--- src/rtl/axis_pkg.sv ---
// Shared constants and state encoding for the AXI4-Stream register slice.
package axis_pkg;

    localparam int unsigned AXIS_MODE_BYPASS = 0;
    localparam int unsigned AXIS_MODE_FWD    = 1;
    localparam int unsigned AXIS_MODE_FULL   = 2;

    typedef enum logic [1:0] {
        EMPTY = 2'd0,
        ONE   = 2'd1,
        TWO   = 2'd2
    } skid_state_t;

endpackage

--- src/rtl/axis_skid_stage.sv ---
// Two-entry skid buffer: every output (valid, beat, ready, occupancy) comes straight from a flop.
module axis_skid_stage
    import axis_pkg::*;
#(
    parameter int unsigned W = 5
) (
    input  logic         clk_i,
    input  logic         arstn_i,
    input  logic         s_valid,
    output logic         s_ready,
    input  logic [W-1:0] s_beat,
    output logic         m_valid,
    input  logic         m_ready,
    output logic [W-1:0] m_beat,
    output logic [1:0]   occ
);

    skid_state_t  state, state_nxt;
    logic [W-1:0] main_q, skid_q;
    logic         valid_q, ready_q;
    logic [1:0]   occ_q;
    logic         in_hs, out_hs;

    assign in_hs  = s_valid & ready_q;
    assign out_hs = valid_q & m_ready;

    always_comb begin
        state_nxt = state;
        unique case (state)
            EMPTY: if (in_hs) state_nxt = ONE;
            ONE: begin
                if (in_hs && !out_hs)      state_nxt = TWO;
                else if (out_hs && !in_hs) state_nxt = EMPTY;
            end
            TWO:     if (out_hs) state_nxt = ONE;
            default: state_nxt = EMPTY;
        endcase
    end

    // Status flops are loaded from the next state so they line up with the data registers.
    always_ff @(posedge clk_i or negedge arstn_i) begin
        if (!arstn_i) begin
            state   <= EMPTY;
            main_q  <= '0;
            skid_q  <= '0;
            valid_q <= 1'b0;
            ready_q <= 1'b0;
            occ_q   <= '0;
        end else begin
            state   <= state_nxt;
            valid_q <= (state_nxt != EMPTY);
            ready_q <= (state_nxt != TWO);
            occ_q   <= 2'(state_nxt);
            unique case (state)
                EMPTY: if (in_hs) main_q <= s_beat;
                ONE: begin
                    if (in_hs && out_hs) main_q <= s_beat;
                    else if (in_hs)      skid_q <= s_beat;
                end
                TWO:     if (out_hs) main_q <= skid_q;
                default: ;
            endcase
        end
    end

    assign s_ready = ready_q;
    assign m_valid = valid_q;
    assign m_beat  = main_q;
    assign occ     = occ_q;

endmodule

--- src/rtl/axis_reg_slice.sv ---
// AXI4-Stream register slice with bypass, forward-registered and full skid modes.
module axis_reg_slice
    import axis_pkg::*;
#(
    parameter int unsigned DATA_W = 4,
    parameter int unsigned MODE   = 2
) (
    input  logic              clk_i,
    input  logic              arstn_i,
    input  logic              tvalid_i,
    output logic              tready_o,
    input  logic [DATA_W-1:0] tdata_i,
    input  logic              tlast_i,
    output logic              tvalid_o,
    input  logic              tready_i,
    output logic [DATA_W-1:0] tdata_o,
    output logic              tlast_o,
    output logic [1:0]        occ_o
);

    localparam int unsigned BEAT_W = DATA_W + 1;

    generate
        if (MODE == AXIS_MODE_BYPASS) begin : g_bypass
            assign tready_o = tready_i;
            assign tvalid_o = tvalid_i;
            assign tdata_o  = tdata_i;
            assign tlast_o  = tlast_i;
            assign occ_o    = '0;
        end else if (MODE == AXIS_MODE_FWD) begin : g_fwd
            logic              valid_q;
            logic [BEAT_W-1:0] main_q;
            logic              ready;

            assign ready = ~valid_q | tready_i;

            always_ff @(posedge clk_i or negedge arstn_i) begin
                if (!arstn_i) begin
                    valid_q <= 1'b0;
                    main_q  <= '0;
                end else if (tvalid_i && ready) begin
                    main_q  <= {tlast_i, tdata_i};
                    valid_q <= 1'b1;
                end else if (tready_i) begin
                    valid_q <= 1'b0;
                end
            end

            assign tready_o = ready;
            assign tvalid_o = valid_q;
            assign {tlast_o, tdata_o} = main_q;
            assign occ_o    = {1'b0, valid_q};
        end else if (MODE == AXIS_MODE_FULL) begin : g_full
            logic [BEAT_W-1:0] m_beat;

            axis_skid_stage #(.W(BEAT_W)) u_skid (
                .clk_i   (clk_i),
                .arstn_i (arstn_i),
                .s_valid (tvalid_i),
                .s_ready (tready_o),
                .s_beat  ({tlast_i, tdata_i}),
                .m_valid (tvalid_o),
                .m_ready (tready_i),
                .m_beat  (m_beat),
                .occ     (occ_o)
            );

            assign {tlast_o, tdata_o} = m_beat;
        end else begin : g_bad_mode
            $error("axis_reg_slice: unsupported MODE %0d", MODE);
        end
    endgenerate

endmodule
--- config.mk ---
export PLATFORM = sky130hd
export DESIGN_NAME = axis_reg_slice
export DESIGN_NICKNAME = d
export VERILOG_FILES = /design/src/rtl/axis_pkg.sv /design/src/rtl/axis_skid_stage.sv /design/src/rtl/axis_reg_slice.sv
export SDC_FILE = /design/constraint.sdc
export NUM_CORES = 1
export LEC_CHECK = 0
export CORE_MARGIN = 8
export CORE_UTILIZATION = 45
export DETAILED_ROUTE_END_ITERATION = 12
export PLACE_DENSITY = 0.75
export SYNTH_ARGS = -nofsm -noshare
export SYNTH_HDL_FRONTEND = slang
export SYNTH_SLANG_ARGS = --single-unit
export TNS_END_PERCENT = 100
--- constraint.sdc ---
create_clock -name clk_i -period 4.1 [get_ports clk_i]
set_clock_uncertainty 0.2 [all_clocks]
set_input_delay 0.41 -clock clk_i [delete_from_list [all_inputs] [get_ports clk_i]]
set_output_delay 0.41 -clock clk_i [all_outputs]
set_load 0.01 [all_outputs]
Word-level counts from Yosys, hierarchy flattened
Cells that the tools add are included.

storage, ports and cells
  register bits = 14
  logic and storage cells = 33
  input bits = 9
  memories kept = 0
  output and inout port bits = 9
  bits in read-only memories = 0
  bits in latches = 0
  bits in writable memories = 0

cells by class
  shift-type cells = 0
  magnitude comparators = 0
  div/mod/pow operators = 0
  add/subtract/negate cells = 0
  reductions and logical operators = 10
  muxes and demuxes = 9
  eq/ne operators = 6
  $mul = 0
  bitwise logic cells = 3

operators with widths
  operator                                       count
  2-to-1 mux 5 bit                               3
  one-hot mux 5 bit (3 select lines)             1
  2-to-1 mux 2 bit                               4
  != test 2 x 1 -> 1 bit, second input constant  3
  one-hot mux 2 bit (3 select lines)             1
  AND reduction 4 bit                            1
  logical AND 1 bit                              3
  AND reduction 3 bit                            1
  nonzero test 3 bit                             1
  bitwise AND 1 bit                              2
  == test 2 x 1 -> 1 bit, second input constant  1
  == test 2 bit, second input constant           1
  logical NOT 1 bit                              2
  logical NOT 2 bit                              1
  != test 2 bit, second input constant           1
  nonzero test 2 bit                             1
  inverter 1 bit                                 1

Depth between registers and ports, before layout
  depth after elaboration = 7
  depth in mapped cells = 4
  mapped depth without buffers = 3

Worst setup path before layout
OpenSTA, ideal clock, no wires.

  kind = register to register
  start point = reg g_full.u_skid.state[0]
  end point = reg g_full.u_skid.main_q[0] (netlist: g_full.u_skid.m_beat[0])
  period minus slack after synthesis = 1609 ps
  slack = 2491 ps
  library setup time = 125 ps
  stages on the path, launching flop included = 4
  required time = 3775 ps
  arrival time = 1284 ps
  path through = dfrtp_1 > a21boi_1 > o32ai_4 > mux2_4

between the ends
  cells in the longest elaborated chain, start to end = 3

RTL lines
  element                                                                 line                   source
  from (decl)                                                             axis_skid_stage.sv:18  skid_state_t state, state_nxt;
  from (signal assigned)                                                  axis_skid_stage.sv:50  state <= state_nxt;
  == test 2 bit (tied with other cells)                                   axis_skid_stage.sv:54  unique case (state)
  != test 2 x 1 -> 1 bit (no line) or nonzero test 3 bit (tied branches)  --
  AND reduction 4 bit (no line)                                           --
  to (signal assigned)                                                    axis_skid_stage.sv:55  EMPTY: if (in_hs) main_q <= s_beat;
  to (signal assigned)                                                    axis_skid_stage.sv:57  if (in_hs && out_hs) main_q <= s_beat;
  to (signal assigned)                                                    axis_skid_stage.sv:60  TWO: if (out_hs) main_q <= skid_q;
  to (decl)                                                               axis_skid_stage.sv:19  logic [W-1:0] main_q, skid_q;

Several ways; a longest one is shown, not always the timed one.
A chain may end at the register's enable or synchronous reset.

==> run_results.csv <==
group,metric,value,unit
timing,worst_pin_slew,0.622,ns
drt,drc_errors,0,
drt,via_per_inst,5.20,
clock_network,clk_path_buf_depth,2,
timing,timing.fmax,501,MHz
clock_network,cts-buffers-inserted,3,
floorplanning,die_w,54.8,µm
flow_run,max_cap_violations,0,
drt,drt-total-wl,1.24,mm
setup_path,crit_family,"buffers and inverters",
global_routing,grt_pass1_vias,411,
logic_synthesis,syn-num-nets,53,
worst_hold_path,min_to,"g_full.u_skid.skid_q[2]",
floorplanning,row_count,14,
setup_path,timing.rr.end,"g_full.u_skid.skid_q[0]",
logic_synthesis,ys_seq_area_share,51.9,%
clock_network,clock_sinks,14,
clock_network,path_clk_slew,0.08,ns
timing,setup_viol,0,
setup_path,start_kind,"flip-flop",
floorplanning,initial_utilization,46.5,%
logic_synthesis,synth.avg_cell_area,15.4,µm²
floorplanning,die_y,54.8,µm
setup_path,slowest_stage,"clkdlybuf4s50_1",
timing,rsz0062_at_grt,"no",
setup_path,r2r_cells,3,
clock_network,holdBufCountCts,0,
power_and_ir_drop,max-vdd-ir-drop,0.000369,V
global_routing,grt_pass1_wl,1.93,mm
floorplanning,dieArea,3000,µm²
clock_network,cts_resized,0,
setup_path,r2r_start,"g_full.u_skid.state[1]",
final_layout,nets,74,
clock_network,clkLatencyLatePin,0.27,ns
clock_network,root_buffer,"clkbuf_4",
logic_synthesis,synth_cells,44,
global_routing,grt_max_degree,15,
timing,hold_viol,0,
floorplanning,core,1450,µm²
timing,maxSlewViolCount,0,
run_status,outcome,"complete, no violations",
setup_path,max_stage_delay,0.62,ns
drt,ant_nets,0,
worst_hold_path,hp-class,"reg -> reg",
setup_path,critical_path_arrival,1.39,ns
setup_path,path_buf_inv,1,
timing,min_period_over_period,48.7,%
power_and_ir_drop,power.total,665,µW
logic_synthesis,yosysWarnings,0,
setup_path,crit_chain,"clkdlybuf4s50_1",
setup_path,crit_path_end_kind,"primary output",
place,dp_hpwl,994,µm
global_routing,grt_usage,9.21,%
drt,vias,411,
worst_hold_path,min_path_cells,1,
floorplanning,boundaryPins,18,
final_layout,layout_commonest_cell,"clkdlybuf4s50_1",
setup_path,r2r_slack,2.36,ns
drt,drt_iter0_drc,3,
final_layout,num_antenna_cells,0,
power_and_ir_drop,p_leak,0.000385,µW
logic_synthesis,synth-seq-cells,14,
setup_path,required,3.49,ns
final_layout,drive_above_1_share,33.3,%
clock_network,cts_tree,"built",
final_layout,final_cell_mix,"clkdlybuf4s50_1 (17), dfrtp_1 (14), mux2_4 (10), mux2_2 (5), nand2_1 (4)",
setup_path,cp_max_fo,6,
global_routing,antenna_found_initial,0,
place,io_buffers,17,
global_routing,grt_overflow_total,0,
logic_synthesis,synth.distinct_cells,15,
final_layout,synthToLayoutAreaGrowth,29.8,%
worst_hold_path,hp-start,"g_full.u_skid.skid_q[2]",
clock_network,postCtsSetupBuffers,0,
timing,slew_headroom,58.4,%
timing,timing.setup.tns,0,ns
timing,period_minus_slack,2.00,ns
power_and_ir_drop,p_per_area,758,nW/µm²
drt,post_drt_wl_per_cell,15.7,µm
logic_synthesis,syn_area,676,µm²
setup_path,path_class,"reg -> out",
clock_network,cts_max_level,1,
place,globalplace.congestion,0.745,
drt,first_pass_iters,2,
Yosys cell counts, drive strengths merged:
cell type   n  area share (%)
a21boi      1             1.1
a21oi       2             2.0
and2        1            0.93
buf         1             1.7
dfrtp      14              52
mux2       15              31
nand2       4             2.2
nand2b      1             1.3
nand4b      1             1.3
o21ai       1            0.74
o22ai       1            0.93
o32ai       1             4.1
xor2        1             1.3
state kept, by name (all words and copies together) (netlist names):
name	count
g_full.u_skid.m_beat	5
g_full.u_skid.skid_q	5
g_full.u_skid.state	2
g_full.u_skid.m_valid	1
g_full.u_skid.s_ready	1
kinds of logic after synthesis:
family	synth area share, %
simple gates	5.74
buf+inv	1.67
compound gates	8.89
flops	51.9
mux	30.6
xor+xnor	1.30
worst reg2reg max path, delay by kind of cell, from the launching register on:
kind | cells | cell delay [ns]
AO/OA/AOI/OAI | 1 | 0.30
flip-flops | 1 | 0.48
multiplexers | 1 | 0.38
AND/OR/NAND/NOR | 1 | 0.28
stage by stage:
stage / hold slack, ns / area [µm²] / worst slack (ns) / cells / utilization, %
after detailed placement: 0.296 / 855 / 1.97 / 76 / 58.8
after global routing: 0.341 / 877 / 2.05 / 79 / 60.3
after global placement: 0.289 / 855 / 1.99 / 76 / 58.8
final: 0.312 / 877 / 2.10 / 79 / 60.3
after floorplan: -0.0856 / 676 / 2.49 / 44 / -
after CTS: 0.314 / 877 / 2.09 / 79 / 60.3
report_power, final:
group | switching [µW] | internal (µW)
logic | 119 | 212
clock network | 41.3 | 34.0
registers | 50.8 | 208
cell type report:
class                   instances  area, µm²
well taps                      16       20.0
fillers                       116        577
multi-input cells              29        314
clock buffers                   3       22.5
repair buffers                 17        170
flip-flops and latches         14        350
worst max path at each step:
stage / slack, ns / cells past startpoint / from / end
CTS: 2.09 / 1 / g_full.u_skid.state[1] / occ_o[1]
finish: 2.10 / 1 / g_full.u_skid.state[1] / occ_o[1]
global placement: 1.99 / 4 / tvalid_i / g_full.u_skid.m_beat[2]
global route: 2.05 / 1 / g_full.u_skid.state[1] / occ_o[1]
floorplan: 2.49 / 3 / g_full.u_skid.state[0] / g_full.u_skid.m_beat[0]
detailed placement: 1.97 / 4 / tvalid_i / g_full.u_skid.m_beat[0]
layer usage:
| metal | vias up | wire, µm | global-route usage, % |
|---|---|---|---|
| met5 | - | 0 | 0 |
| met4 | 0 | 27 | 8.61 |
| met3 | 2 | 40 | 0.815 |
| met2 | 7 | 642 | 13.2 |
| met1 | 204 | 534 | 11.8 |
| li1 | 198 | - | - |
Note: power is estimated with default switching activity, not from simulation.
